## config.mk

```make
export PLATFORM = sky130hd
export DESIGN_NAME = eq_share_sched_flat
export DESIGN_NICKNAME = d
export VERILOG_FILES = /design/src/rtl/eq_share_sched_pkg.sv /design/src/rtl/eq_share_sched_if.sv /design/src/rtl/eq_share_sched_eq2_slice.sv /design/src/rtl/eq_share_sched.sv /design/src/flat_wrapper.sv
export SDC_FILE = /design/constraint.sdc
export NUM_CORES = 1
export LEC_CHECK = 0
export BUFFER_PORTS_ARGS = -buffer_cell sky130_fd_sc_hd__buf_2
export CORE_ASPECT_RATIO = 0.5
export CORE_MARGIN = 1.5
export CORE_UTILIZATION = 29
export DETAILED_ROUTE_END_ITERATION = 8
export MAX_ROUTING_LAYER = met4
export PLACE_DENSITY = 0.65
export SLEW_MARGIN = 20
export SYNTH_ARGS = -nofsm -noshare
export SYNTH_HDL_FRONTEND = slang
export SYNTH_SLANG_ARGS = --single-unit
```

## constraint.sdc

```tcl
create_clock -name clk -period 1.65 [get_ports clk]
set_clock_uncertainty 0.05 [all_clocks]
set_input_delay 0.33 -clock clk [delete_from_list [all_inputs] [get_ports clk]]
set_output_delay 0.33 -clock clk [all_outputs]
set_load 0.01 [all_outputs]
```

## src/rtl/eq_share_sched_pkg.sv

```systemverilog
// Shared constants for the round-robin equality scheduler: FSM encoding and slice width.
package eq_sched_pkg;

    localparam int SLICE_W = 2;

    localparam logic [1:0] ST_IDLE = 2'd0;
    localparam logic [1:0] ST_CMP  = 2'd1;
    localparam logic [1:0] ST_DONE = 2'd2;

    // Counter width for S slice steps; a single-slice compare still needs one bit.
    function automatic int cnt_width(input int s);
        return (s > 1) ? $clog2(s) : 1;
    endfunction

endpackage

```

## src/rtl/eq_share_sched_if.sv

```systemverilog
// Requester-side bus of the scheduler: request/operand inputs, grant and tagged result outputs.
interface eq_share_sched_if #(
    parameter int N = 4,
    parameter int W = 8
);
    localparam int IW = (N > 1) ? $clog2(N) : 1;

    logic [N-1:0]   req;
    logic [N*W-1:0] a_in;
    logic [N*W-1:0] b_in;
    logic [N-1:0]   gnt;
    logic           busy;
    logic           done;
    logic           equal;
    logic [IW-1:0]  done_id;

    modport master (
        output req, a_in, b_in,
        input  gnt, busy, done, equal, done_id
    );

    modport slave (
        input  req, a_in, b_in,
        output gnt, busy, done, equal, done_id
    );
endinterface

```

## src/rtl/eq_share_sched_eq2_slice.sv

```systemverilog
// Combinational 2-bit equality slice shared by all requesters; zero latency, no backpressure.
module eq2_slice (
    input  logic [1:0] x,
    input  logic [1:0] y,
    output logic       z
);
    assign z = (x == y);
endmodule

```

## src/rtl/eq_share_sched.sv

```systemverilog
// Round-robin scheduler serialising W-bit equality checks through one 2-bit slice, LSB first.
// Latency: done S cycles after gnt (earlier on first mismatch when EQ_SCHED_EARLY_EXIT_EN is defined).
module eq_share_sched
    import eq_sched_pkg::*;
#(
    parameter int N = 4,
    parameter int W = 8
) (
    input  logic            clk,
    input  logic            rst_n,
    eq_share_sched_if.slave bus
);
    localparam int S  = W / SLICE_W;
    localparam int IW = (N > 1) ? $clog2(N) : 1;
    localparam int CW = cnt_width(S);
    localparam logic [CW-1:0] CNT_LAST = CW'(S - 1);

    logic [1:0]    state_q, state_d;
    logic [IW-1:0] ptr_q, ptr_d;
    logic [W-1:0]  sha_q, sha_d;
    logic [W-1:0]  shb_q, shb_d;
    logic          acc_q, acc_d;
    logic [CW-1:0] cnt_q, cnt_d;
    logic [N-1:0]  gnt_q, gnt_d;
    logic          busy_q, busy_d;
    logic          done_q, done_d;
    logic          equal_q, equal_d;
    logic [IW-1:0] done_id_q, done_id_d;

    logic [IW-1:0] win;
    logic          slice_eq;
    logic          cmp_last;

    // First set request strictly after the last winner, wrapping; the last winner is checked last.
    function automatic logic [IW-1:0] rr_pick(input logic [N-1:0] r, input logic [IW-1:0] p);
        logic [IW-1:0] w;
        logic          found;
        int            idx;
        w     = p;
        found = 1'b0;
        for (int k = 1; k <= N; k++) begin
            idx = (int'(p) + k) % N;
            if (!found && r[idx]) begin
                w     = IW'(idx);
                found = 1'b1;
            end
        end
        return w;
    endfunction

    assign win = rr_pick(bus.req, ptr_q);

    eq2_slice u_slice (
        .x (sha_q[1:0]),
        .y (shb_q[1:0]),
        .z (slice_eq)
    );

    always_comb begin
        state_d   = state_q;
        ptr_d     = ptr_q;
        sha_d     = sha_q;
        shb_d     = shb_q;
        acc_d     = acc_q;
        cnt_d     = cnt_q;
        busy_d    = busy_q;
        gnt_d     = '0;
        done_d    = 1'b0;
        equal_d   = 1'b0;
        done_id_d = '0;
        cmp_last  = 1'b0;

        case (state_q)
            ST_IDLE: begin
                if (|bus.req) begin
                    ptr_d   = win;
                    sha_d   = bus.a_in[int'(win)*W +: W];
                    shb_d   = bus.b_in[int'(win)*W +: W];
                    acc_d   = 1'b1;
                    cnt_d   = '0;
                    gnt_d   = N'(1) << win;
                    busy_d  = 1'b1;
                    state_d = ST_CMP;
                end
            end
            ST_CMP: begin
                acc_d = acc_q & slice_eq;
                sha_d = sha_q >> SLICE_W;
                shb_d = shb_q >> SLICE_W;
                cmp_last = (cnt_q == CNT_LAST);
`ifdef EQ_SCHED_EARLY_EXIT_EN
                cmp_last = cmp_last | ~slice_eq;
`endif
                if (cmp_last) begin
                    state_d   = ST_DONE;
                    done_d    = 1'b1;
                    equal_d   = acc_d;
                    done_id_d = ptr_q;
                end else begin
                    cnt_d = cnt_q + CW'(1);
                end
            end
            ST_DONE: begin
                busy_d  = 1'b0;
                state_d = ST_IDLE;
            end
            default: begin
                busy_d  = 1'b0;
                state_d = ST_IDLE;
            end
        endcase
    end

    always_ff @(posedge clk) begin
        if (!rst_n) begin
            state_q   <= ST_IDLE;
            ptr_q     <= IW'(N - 1);
            sha_q     <= '0;
            shb_q     <= '0;
            acc_q     <= 1'b0;
            cnt_q     <= '0;
            gnt_q     <= '0;
            busy_q    <= 1'b0;
            done_q    <= 1'b0;
            equal_q   <= 1'b0;
            done_id_q <= '0;
        end else begin
            state_q   <= state_d;
            ptr_q     <= ptr_d;
            sha_q     <= sha_d;
            shb_q     <= shb_d;
            acc_q     <= acc_d;
            cnt_q     <= cnt_d;
            gnt_q     <= gnt_d;
            busy_q    <= busy_d;
            done_q    <= done_d;
            equal_q   <= equal_d;
            done_id_q <= done_id_d;
        end
    end

    assign bus.gnt     = gnt_q;
    assign bus.busy    = busy_q;
    assign bus.done    = done_q;
    assign bus.equal   = equal_q;
    assign bus.done_id = done_id_q;

endmodule

```

## src/flat_wrapper.sv

```systemverilog
// flat-port wrapper written by rule: the top's interface ports become plain ports
module eq_share_sched_flat import eq_sched_pkg::*;
#(
    parameter int N = 4,
    parameter int W = 8
)
  (clk, rst_n, bus_req, bus_a_in, bus_b_in, bus_gnt, bus_busy, bus_done, bus_equal, bus_done_id);
  eq_share_sched_if #(.N(N), .W(W)) bus_i ();
  input  logic clk;
  input  logic rst_n;
  input wire logic [$bits(bus_i.req)-1:0] bus_req;
  input wire logic [$bits(bus_i.a_in)-1:0] bus_a_in;
  input wire logic [$bits(bus_i.b_in)-1:0] bus_b_in;
  output wire logic [$bits(bus_i.gnt)-1:0] bus_gnt;
  output wire logic [$bits(bus_i.busy)-1:0] bus_busy;
  output wire logic [$bits(bus_i.done)-1:0] bus_done;
  output wire logic [$bits(bus_i.equal)-1:0] bus_equal;
  output wire logic [$bits(bus_i.done_id)-1:0] bus_done_id;
  assign bus_i.req = bus_req;
  assign bus_i.a_in = bus_a_in;
  assign bus_i.b_in = bus_b_in;
  assign bus_gnt = bus_i.gnt;
  assign bus_busy = bus_i.busy;
  assign bus_done = bus_i.done;
  assign bus_equal = bus_i.equal;
  assign bus_done_id = bus_i.done_id;
  eq_share_sched #(.N(N), .W(W)) u_core (.clk(clk), .rst_n(rst_n), .bus(bus_i));
endmodule
```

; Word level (Yosys, flattened, before mapping)
; Index checks and enable logic that the tools add are counted.
[word_totals]
regBits = 32
wordCells = 89
inputBits = 70
out_inout_bits = 9
[classes]
bitwise_logic = 6
n_shift = 3
eq_ne = 6
muxes = 33
n_addsub = 5
n_lt_le_gt_ge = 4
n_reduce_logical = 21
[ops]
columns = operator, count
row1 = $shiftx A32 B6 Y8, 2
row2 = $pmux W8 S2, 2
row3 = $lt A3 B4 Y1 const B, 4
row4 = $mux W2, 8
row5 = $mux W8, 2
row6 = $mux W1, 13
row7 = $reduce_and A2 Y1, 5
row8 = $reduce_and A3 Y1, 3
row9 = $bmux W1 S2, 4
row10 = $pmux W2 S2, 2
row11 = $reduce_or A2 Y1, 4
row12 = $add A2 B1 Y2 const B, 3
row13 = $add A2 B2 Y2 const B, 2
row14 = $and A1 B1 Y1 const A, 4
row15 = $ne A2 B1 Y1 const B, 2
row16 = $pmux W1 S2, 2
row17 = $reduce_or A4 Y1, 1
row18 = $shl A1 B2 Y4 const A, 1
row19 = $logic_and A1 B1 Y1, 3
row20 = $logic_not A1 Y1, 3
row21 = $eq A2 B1 Y1 const B, 1
row22 = $eq A2 B2 Y1, 1
row23 = $eq A2 B2 Y1 const B, 1
row24 = $logic_not A2 Y1, 1
row25 = 4 further kinds, 4

; Logic depth before layout (Yosys ltp)
; Gate-level depths: netlist of run 1.
[logic_depth]
ltp_word = 19
mapped_depth = 7
mapped_depth_nobuf = 5

; Modules after synthesis
; Synthesis of run 1 repeated with hierarchy kept, for this count alone.
[unflattened]
hier_cells = 181
area_unflattened_um2 = 1878.1
[by_module_without_submodules]
columns = mod, cells_each, area_each_um2, instances
row1 = eq_share_sched, 178, 1856.8, 1
row2 = eq2_slice, 3, 21.3, 1

; Least setup slack after synthesis of run 1
; No wires, ideal clock.
[synth_timing]
path_type = flip-flop to flip-flop
from = register u_core.ptr_q[1]
to = register u_core.sha_q[2]
required_time_ns = 1.467
setup_ns = 0.133
slack_ns = -0.006
n_path_buf = 1
arrival_time_ns = 1.473
path_stages_with_launch = 6
period_less_slack_ns = 1.656
cell_sequence = dfxtp_1 > o22ai_1 > a221oi_2 > nand3b_2 > buf_6 > o221ai_1
[synth_via]
elab_chain_cells = 17
word_cells_on_any_way = 32
cone_classes = 4 x add/sub / 1 x shift / 21 x mux / 6 x reduce/logical
[synth_rtl]
columns = element, line_no
row1 = from (decl), eq_share_sched.sv:19  ; logic [IW-1:0] ptr_q, ptr_d;
row2 = from (signal assigned), eq_share_sched.sv:117  ; ptr_q <= IW'(N - 1);
row3 = from (signal assigned), eq_share_sched.sv:129  ; ptr_q <= ptr_d;
row4 = $add A2 B1 Y2, eq_share_sched.sv:42  ; idx = (int'(p) + k) % N;
row5 = $bmux W1 S2, eq_share_sched.sv:43  ; if (!found && r[idx]) begin
row6 = $mux W1 (implied by the code) (2 in a row), eq_share_sched.sv:43
row7 = $mux W1, eq_share_sched.sv:43
row8 = $logic_not A1 Y1, eq_share_sched.sv:43
row9 = $logic_and A1 B1 Y1, eq_share_sched.sv:43
row10 = $mux W1, eq_share_sched.sv:43
row11 = $logic_not A1 Y1, eq_share_sched.sv:43
row12 = $logic_and A1 B1 Y1, eq_share_sched.sv:43
row13 = $mux W1, eq_share_sched.sv:43
row14 = $logic_not A1 Y1, eq_share_sched.sv:43
row15 = $logic_and A1 B1 Y1, eq_share_sched.sv:43
row16 = $mux W2 (*), eq_share_sched.sv:43
row17 = $shiftx A32 B6 Y8 (*), eq_share_sched.sv:77  ; sha_d = bus.a_in[int'(win)*W +: W];
row18 = $mux W8 (*), eq_share_sched.sv:75  ; if (|bus.req) begin
row19 = $pmux W8 S2 (*), eq_share_sched.sv:73  ; case (state_q)
row20 = to (signal assigned), eq_share_sched.sv:118  ; sha_q <= '0;
row21 = to (signal assigned), eq_share_sched.sv:130  ; sha_q <= sha_d;
row22 = to (decl), eq_share_sched.sv:20  ; logic [W-1:0] sha_q, sha_d;
; Mark *: on every way between the ends. The rest lies on a longest branch, timed or not. The select of a mux whose other input is x is not followed.
; A chain may end at the register's enable or synchronous reset.

; Worst setup path in the final report of run 1
[layout_timing]
from = register u_core.ptr_q[1]
to = register u_core.sha_q[3]
; The elaborated chain is that of the path after synthesis.

==> results of run 1 <==
==> flip-flops by register name, summed over array words and instances (netlist names) <==
register and cells:
u_core.acc_q 1, u_core.sha_q 8, u_core.cnt_q 2, u_core.bus.done 1
u_core.ptr_q 2, u_core.shb_q 8, u_core.bus.busy 1, u_core.state_q 2
u_core.bus.equal 1, u_core.bus.gnt 4, u_core.bus.done_id 2
==> tightest hold or removal path: stages <==
cell      delay [ns]
buf_2           0.08
mux2i_1         0.05
o221ai_1        0.14
==> per-layer routing <==
layer / wire length (µm) / vias to the layer above / part of all wire [%] / global-route usage (%)
li1: - / 865 / - / -
met1: 2079 / 805 / 45 / 16.98
met2: 2231 / 36 / 49 / 23.87
met3: 212 / 7 / 4.6 / 3.556
met4: 72 / 0 / 1.6 / 4.340
met5: 0 / - / 0 / -
==> synthesized netlist by cell type <==
cell type	instances	area, µm²
o21ai_0	5	25.02
nand2b_1	4	25.02
or3_1	1	6.260
nor3_1	5	25.02
and2_2	1	7.510
nand3_1	5	25.02
or3b_1	1	8.760
nor2_1	8	30.03
a22o_1	11	96.34
mux2i_1	30	300.3
o2111ai_1	1	8.760
inv_1	4	15.01
buf_6	6	67.56
a21boi_0	2	15.01
o221ai_1	15	131.4
nor2b_1	5	31.28
nand3_4	1	17.52
or2_1	1	6.260
nand2_1	16	60.06
nand2_2	1	6.260
dfxtp_1	32	640.6
a2111o_1	1	11.26
o211ai_1	2	15.01
and2_1	1	6.260
a21oi_1	5	25.02
nor4_1	1	6.260
buf_2	1	5.000
nand3b_1	1	7.510
xnor2_1	2	17.52
clkbuf_1	5	18.77
ha_1	1	12.51
a221oi_2	1	15.01
o21bai_1	1	7.510
o211a_1	1	10.01
nand3b_2	1	11.26
a31o_1	1	8.760
a21o_1	1	7.510
o22ai_1	1	6.260
==> cell families (layout without fill, tap and decap cells) <==
logic type / after synthesis / after routing / synth area share (%)
AO/OA/AOI/OAI: 48 / 48 / 22.00
XOR/XNOR: 2 / 2 / 1.007
adder cells (fa/ha/maj): 1 / 1 / 0.7188
buffers and inverters: 16 / 106 / 6.110
flip-flops: 32 / 32 / 36.81
multiplexers: 30 / 30 / 17.25
AND/OR/NAND/NOR: 53 / 53 / 16.10
==> where the power goes <==
group          leakage, nW  switching [mW]  internal (mW)
clock               0.0701           0.324          0.600
sequential           0.263          0.0562          0.862
combinational        0.869           0.320          0.387
==> layout make-up <==
class | instances | share of cell area, %
well taps | 73 | 3.634
repair buffers | 94 | 22.75
flip-flops and latches | 32 | 25.68
clock buffers | 7 | 5.674
multi-input cells | 134 | 41.36
inverters | 4 | 0.5973
clock inverters | 1 | 0.2987
==> stage by stage <==
| stage | cell area (µm²) | total power [mW] | setup TNS [ns] | cells |
|---|---|---|---|---|
| after floorplan | 1742 | 1.353 | 0 | 182 |
| after global placement | 2275 | 1.548 | -3.064 | 335 |
| after detailed placement | 2275 | 1.563 | -3.622 | 335 |
| after CTS | 2464 | 2.538 | 0 | 344 |
| after global routing | 2514 | 2.675 | -0.4757 | 345 |
| final | 2514 | 2.549 | 0 | 345 |
==> worst paths after layout <==
| kind | start | endpoint | depth (start not counted) |
|---|---|---|---|
| max | u_core.ptr_q[1] | u_core.sha_q[3] | 5 |
| min | bus_b_in[29] | u_core.shb_q[5] | 3 |
| max reg2reg | u_core.ptr_q[1] | u_core.sha_q[3] | 5 |
| min reg2reg | u_core.bus.busy | u_core.bus.busy | 2 |
==> repair_timing <==
item	in CTS	in global routing
setup endpoints to repair	16	16
gates cloned	1	0
hold buffers	0	0
resized for setup	6	9
buffers inserted	0	1
pin swaps	4	7
==> layout by cell type (no fill, tap or decap), types with 2 or more instances in the layout <==
| cell type | count |
|---|---|
| o211ai_1 | 2 |
| buf_12 | 3 |
| nand3_1 | 5 |
| a21oi_1 | 4 |
| buf_2 | 78 |
| inv_1 | 4 |
| o221ai_1 | 15 |
| mux2i_1 | 27 |
| nor3_1 | 4 |
| o21ai_0 | 5 |
| clkbuf_16 | 5 |
| nor2b_1 | 5 |
| dfxtp_1 | 30 |
| nand2b_1 | 4 |
| mux2i_2 | 3 |
| buf_4 | 11 |
| xnor2_1 | 2 |
| nor2_1 | 8 |
| a22o_1 | 11 |
| nand2_1 | 16 |
==> results.sh, run 1 <==
export IMPL_cts_tree="built"
export IMPL_nNetsFinal=342
export IMPL_dieArea_um2=6503
export IMPL_antenna_found_initial=0
export IMPL_finish_utilization_pct=44.61
export IMPL_cts_sinks=32
export IMPL_seq_area_um2=645.6
export IMPL_worstPathArrival_ns=1.79
export IMPL_drt_antenna_violating_nets=0
export IMPL_cts_buffer_depth=2
export IMPL_die_h_um=57.78
export IMPL_gr_usage_all_layers_pct=14.15
export IMPL_critical_path_top_delay_family="compound AO/OA/AOI/OAI gates"
export IMPL_ys_types=38
export IMPL_drt_initial_drc_count=97
export IMPL_cp_num_buf_inv=0
export IMPL_clock_fmax_ghz=0.6158
export IMPL_final_layout_size_suffix_gt1_share_pct=43.01
export IMPL_vias_per_cell=4.965
export IMPL_netlist_area_um2=1740
export IMPL_gr_total_overflow=0
export IMPL_fillers=558
export IMPL_max_stage_delay_ns=0.40
export IMPL_initial_core_util_pct=30.89
export IMPL_syn_mean_instance_area_um2=9.563
export IMPL_peakVddDrop_uv=466.4
export IMPL_pre_cts_slack_ns=-0.2666
export IMPL_gp_congestion=0.7902
export IMPL_slowest_stage="dfxtp_4"
export IMPL_io_buffers=78
export IMPL_die_w_um=112.6
export IMPL_cts_buffers=5
export IMPL_clkTransAtPathRegs_ns=0.05
export IMPL_syn_inst=182
export IMPL_synth_nets=253
export IMPL_synth_seq_cells=32
export IMPL_max_slew_margin_rel_pct=80.36
export IMPL_layout_setup_ws_ns=0.02600
export IMPL_ioPinCount=79
export IMPL_area_delta_synth_final_pct=44.43
export IMPL_dr_pass1_iters=9
export IMPL_ff2ff_setup_slack_ns=0.03
export IMPL_multi_input_area_um2=1040
export IMPL_fin_crit_ns=1.624
export IMPL_worstPathCellList="nand2_4 > a31o_4 > or3b_1 > a2111o_1 > nand3b_1"
export IMPL_outcome="finished with violations"
export IMPL_critPathKind="reg -> reg"
export IMPL_cp_required_ns=1.81
export IMPL_p_leak_nw=1.202
export IMPL_finalSetupViolations=0
export IMPL_tightest_slew_ns=0.2919
export IMPL_core_um2=5634
export IMPL_dr_total_vias=1713
export IMPL_cts_root_buf="clkbuf_16"
export IMPL_routedWlPerCell_um=13.32
export IMPL_path_max_fanout=8
export IMPL_htreeDepth=2
export IMPL_violations="design-rule violations"
export IMPL_dp_hpwl_um=3301
export IMPL_synth_warnings=0
export IMPL_power_density_nw_per_um2=1014
export IMPL_slew_viol_final=0
export IMPL_yosysSeqAreaShare_pct=36.81
export IMPL_grt_pass1_vias=1632
export IMPL_finalCritPeriodShare_pct=98.42
export IMPL_hp_class="in -> reg"
export IMPL_routed_wl_um=4594
export IMPL_clk_latency_ns=0.27
export IMPL_antenna_cells=0
export IMPL_grt_pass1_wl_um=7120
export IMPL_rsz0062_at_grt="yes"
export IMPL_grt_max_degree=19
export IMPL_fin_hold_ws_ns=0.3127
export IMPL_drc_errors=4
export IMPL_critPathCaptureType="flip-flop"
export IMPL_num_rows=19
export IMPL_drv_cap=0
export IMPL_hold_viol=0
export IMPL_startpoint_type="flip-flop"
(Power assumes the default switching activity.)
==> run 2, diff against run 1 <==
--- a/config.mk
+++ b/config.mk
@@ -6,13 +6,15 @@
 export NUM_CORES = 1
 export LEC_CHECK = 0
 export BUFFER_PORTS_ARGS = -buffer_cell sky130_fd_sc_hd__buf_2
+export CAP_MARGIN = 20
 export CORE_ASPECT_RATIO = 0.5
 export CORE_MARGIN = 1.5
 export CORE_UTILIZATION = 29
 export DETAILED_ROUTE_END_ITERATION = 8
 export MAX_ROUTING_LAYER = met4
-export PLACE_DENSITY = 0.65
+export PLACE_DENSITY = 0.64
 export SLEW_MARGIN = 20
 export SYNTH_ARGS = -nofsm -noshare
 export SYNTH_HDL_FRONTEND = slang
+export SYNTH_HIERARCHICAL = 1
 export SYNTH_SLANG_ARGS = --single-unit
==> run 2 against run 1 <==
The flow finishes with violations (negative setup slack); synthesized cell count is 0.55% lower; non-clock buffer count is 2 higher; sequential share of layout area is 2.5 points lower.
==> results.sh, run 2 <==
export IMPL_num_rows=20
export IMPL_dr_total_vias=1704
export IMPL_internal_power_mw=1.862
export IMPL_routed_wl_um=4708
export IMPL_async_flop_share_pct=0
export IMPL_grt_max_degree=23
export IMPL_synth_area_top_cells="dfxtp_1, mux2i_1, o221ai_2, a22o_1, nand2_1"
export IMPL_layout_commonest_cell="buf_2"
export IMPL_yosysTopAreaCell="dfxtp_1"
export IMPL_hold_viol=0
export IMPL_vias_per_cell=4.733
export IMPL_area_delta_synth_final_pct=48.10
export IMPL_muxShareOfSynthArea_pct=17.79
export IMPL_grt_use_met2_pct=26.98
export IMPL_antenna_cells=0
export IMPL_hp_class="in -> reg"
export IMPL_synth_seq_cells=32
export IMPL_place_area_um2=2501
export IMPL_antenna_found_initial=0
export IMPL_seq_power_share_pct=35.5
export IMPL_finalSetupViolations=16
export IMPL_drv_cap=0
export IMPL_power_density_nw_per_um2=930.8
export IMPL_synth_top_family_by_area="compound AO/OA/AOI/OAI gates"
export IMPL_final_cell_area_um2=2781
export IMPL_ys_types=40
export IMPL_synthAdderAreaFrac_pct=0.6662
export IMPL_switchingPower_mw=0.7271
export IMPL_grt_use_met1_pct=15.00
export IMPL_stdcell_count=360
export IMPL_dp_cells=353
export IMPL_tightest_slew_ns=0.3486
export IMPL_clock_fmax_ghz=0.5516
export IMPL_die_w_um=116.8
export IMPL_violations="negative setup slack"
export IMPL_finalCritPeriodShare_pct=109.9
export IMPL_peakVddDrop_uv=495.0
export IMPL_outcome="finished with violations"
export IMPL_dr_pass1_iters=4
export IMPL_rsz0062_at_grt="yes"
export IMPL_gr_usage_all_layers_pct=14.37
export IMPL_power_share_clock_pct=32.7
export IMPL_htreeDepth=2
export IMPL_synth_nets=252
export IMPL_max_slew_margin_rel_pct=76.58
export IMPL_ioPinCount=79
export IMPL_slowest_stage="dfxtp_4"
export IMPL_critPathKind="reg -> reg"
export IMPL_gp_congestion=0.7860
export IMPL_syn_mean_instance_area_um2=10.38
export IMPL_cts_sinks=32
export IMPL_drt_antenna_violating_nets=0
export IMPL_grt_busiest_layer="met2"
export IMPL_cts_root_buf="clkbuf_16"
export IMPL_gr_total_overflow=0
export IMPL_path_max_fanout=7
export IMPL_critPathCaptureType="flip-flop"
export IMPL_drc_errors=0
export IMPL_critical_path_top_delay_family="compound AO/OA/AOI/OAI gates"
export IMPL_cp_required_ns=1.76
export IMPL_power_total_mw=2.589
export IMPL_p_leak_nw=1.257
export IMPL_drt_initial_drc_count=20
export IMPL_dp_hpwl_um=3610
export IMPL_worstPathArrival_ns=1.92
export IMPL_routedWlPerCell_um=13.08
export IMPL_fin_crit_ns=1.813
export IMPL_max_stage_delay_ns=0.36
export IMPL_ys_flop_type="dfxtp_1"
export IMPL_clk_latency_ns=0.27
export IMPL_finish_utilization_pct=45.18
export IMPL_grt_pass1_vias=1718
export IMPL_syn_inst=181
export IMPL_synthTopCellsByCount="dfxtp_1, mux2i_1, nand2_1"
export IMPL_worstPathCellList="mux2i_1 > nor2_1 > a311oi_4 > buf_12 > mux2_4 > a221o_1"
export IMPL_nNetsFinal=343
export IMPL_cts_tree="built"
export IMPL_cts_buffer_depth=2
export IMPL_synth_top_area_share_pct=34.11
export IMPL_netlist_area_um2=1878
export IMPL_cts_buffers=5
export IMPL_die_h_um=59.91
export IMPL_startpoint_type="flip-flop"
export IMPL_dieArea_um2=6997
export IMPL_grt_use_met3_pct=3.448
export IMPL_synthXorXnorAreaFrac_pct=0.9327
export IMPL_swShare_pct=28.08
export IMPL_comb_power_share_pct=31.9
export IMPL_yosysSeqAreaShare_pct=34.11
export IMPL_synth_most_common_cell="dfxtp_1"
export IMPL_slew_viol_final=0
export IMPL_synth_edff_count=0
export IMPL_synth_warnings=6
export IMPL_final_layout_size_suffix_gt1_share_pct=51.84
export IMPL_synth_compound_area_share_pct=22.98
export IMPL_initial_core_util_pct=30.51
export IMPL_grt_pass1_wl_um=7431
export IMPL_clkTransAtPathRegs_ns=0.05
export IMPL_cp_num_buf_inv=1
export IMPL_pre_cts_slack_ns=-0.2308
export IMPL_layout_setup_ws_ns=-0.1629
export IMPL_core_um2=6156
export IMPL_layout_common_cells="buf_2, dfxtp_1, nand2_1"
export IMPL_synthSimpleGateAreaFrac_pct=16.32
export IMPL_io_buffers=78
-- run 2: cell types whose count changed in the layout (fill, tap and decap cells not counted), moves of 3 or more --
cell	before	now
a221o_1	0	3
and2_1	1	4
and3_1	0	3
buf_12	3	7
mux2_4	0	3
mux2i_1	27	15
mux2i_4	0	10
nor2b_1	5	1
o21ai_0	5	2
o221ai_1	15	0
o221ai_2	0	13
-- run 2: metal layers --
metal  wire length, µm  part of all wire, %
met5                 0                    0
met4                55                  1.2
met3               122                  2.6
met2              2481                   53
met1              2048                   44
-- run 2: worst register-to-register path, stage by stage (launching register included) --
cell,delay [ns]
dfxtp_4,0.36
mux2i_1,0.18
nor2_1,0.09
a311oi_4,0.26
buf_12,0.17
mux2_4,0.30
a221o_1,0.29
-- run 2: worst paths after layout --
path                   start              end  slack, ns  cells past startpoint
max          u_core/ptr_q[1]  u_core/sha_q[7]      -0.16                      6
max reg2reg  u_core/ptr_q[1]  u_core/sha_q[7]      -0.16                      6
min             bus_b_in[24]  u_core/shb_q[0]       0.30                      3
min reg2reg  u_core/bus.busy  u_core/bus.busy       0.43                      2
-- run 2: logic make-up after synthesis --
group,after synthesis
flops,32
mux,33
compound gates,40
simple gates,58
buf+inv,15
fa+ha+maj,1
xor+xnor,2
-- run 2: power by group through the flow --
stage / logic (mW) / registers [mW] / clock network (mW)
4_1_cts: 0.790 / 0.917 / 0.869
5_1_grt: 0.887 / 0.928 / 0.899
3_3_place_gp: 0.697 / 0.930 / 0
3_5_place_dp: 0.719 / 0.932 / 0
2_1_floorplan: 0.500 / 0.918 / 0
6_report: 0.825 / 0.918 / 0.846
-- run 2: repair_timing --
action                                  in CTS  in global routing
hold buffers                                 0                  0
gates resized for setup                     17                  9
setup buffers                                0                  0
endpoints found under the hold margin        0                  0
endpoints found under the setup margin      16                 17
-- run 2: final cells by class --
cell class / count / area [µm²]
Multi-Input combinational cell: 134 / 1269
Tap cell: 88 / 110.1
Fill cell: 589 / 3374
Clock inverter: 1 / 5.005
Sequential cell: 32 / 644.4
Inverter: 3 / 11.26
Clock buffer: 6 / 128.9
Timing Repair Buffer: 96 / 613.1
-- run 2: metrics by stage --
step	hold WS (ns)	setup TNS (ns)
2_1_floorplan	0.3869	-0.5921
3_5_place_dp	0.4217	-3.035
6_report	0.2994	-2.025
3_3_place_gp	0.4167	-2.296
5_1_grt	0.3087	-3.339
4_1_cts	0.2990	-2.124
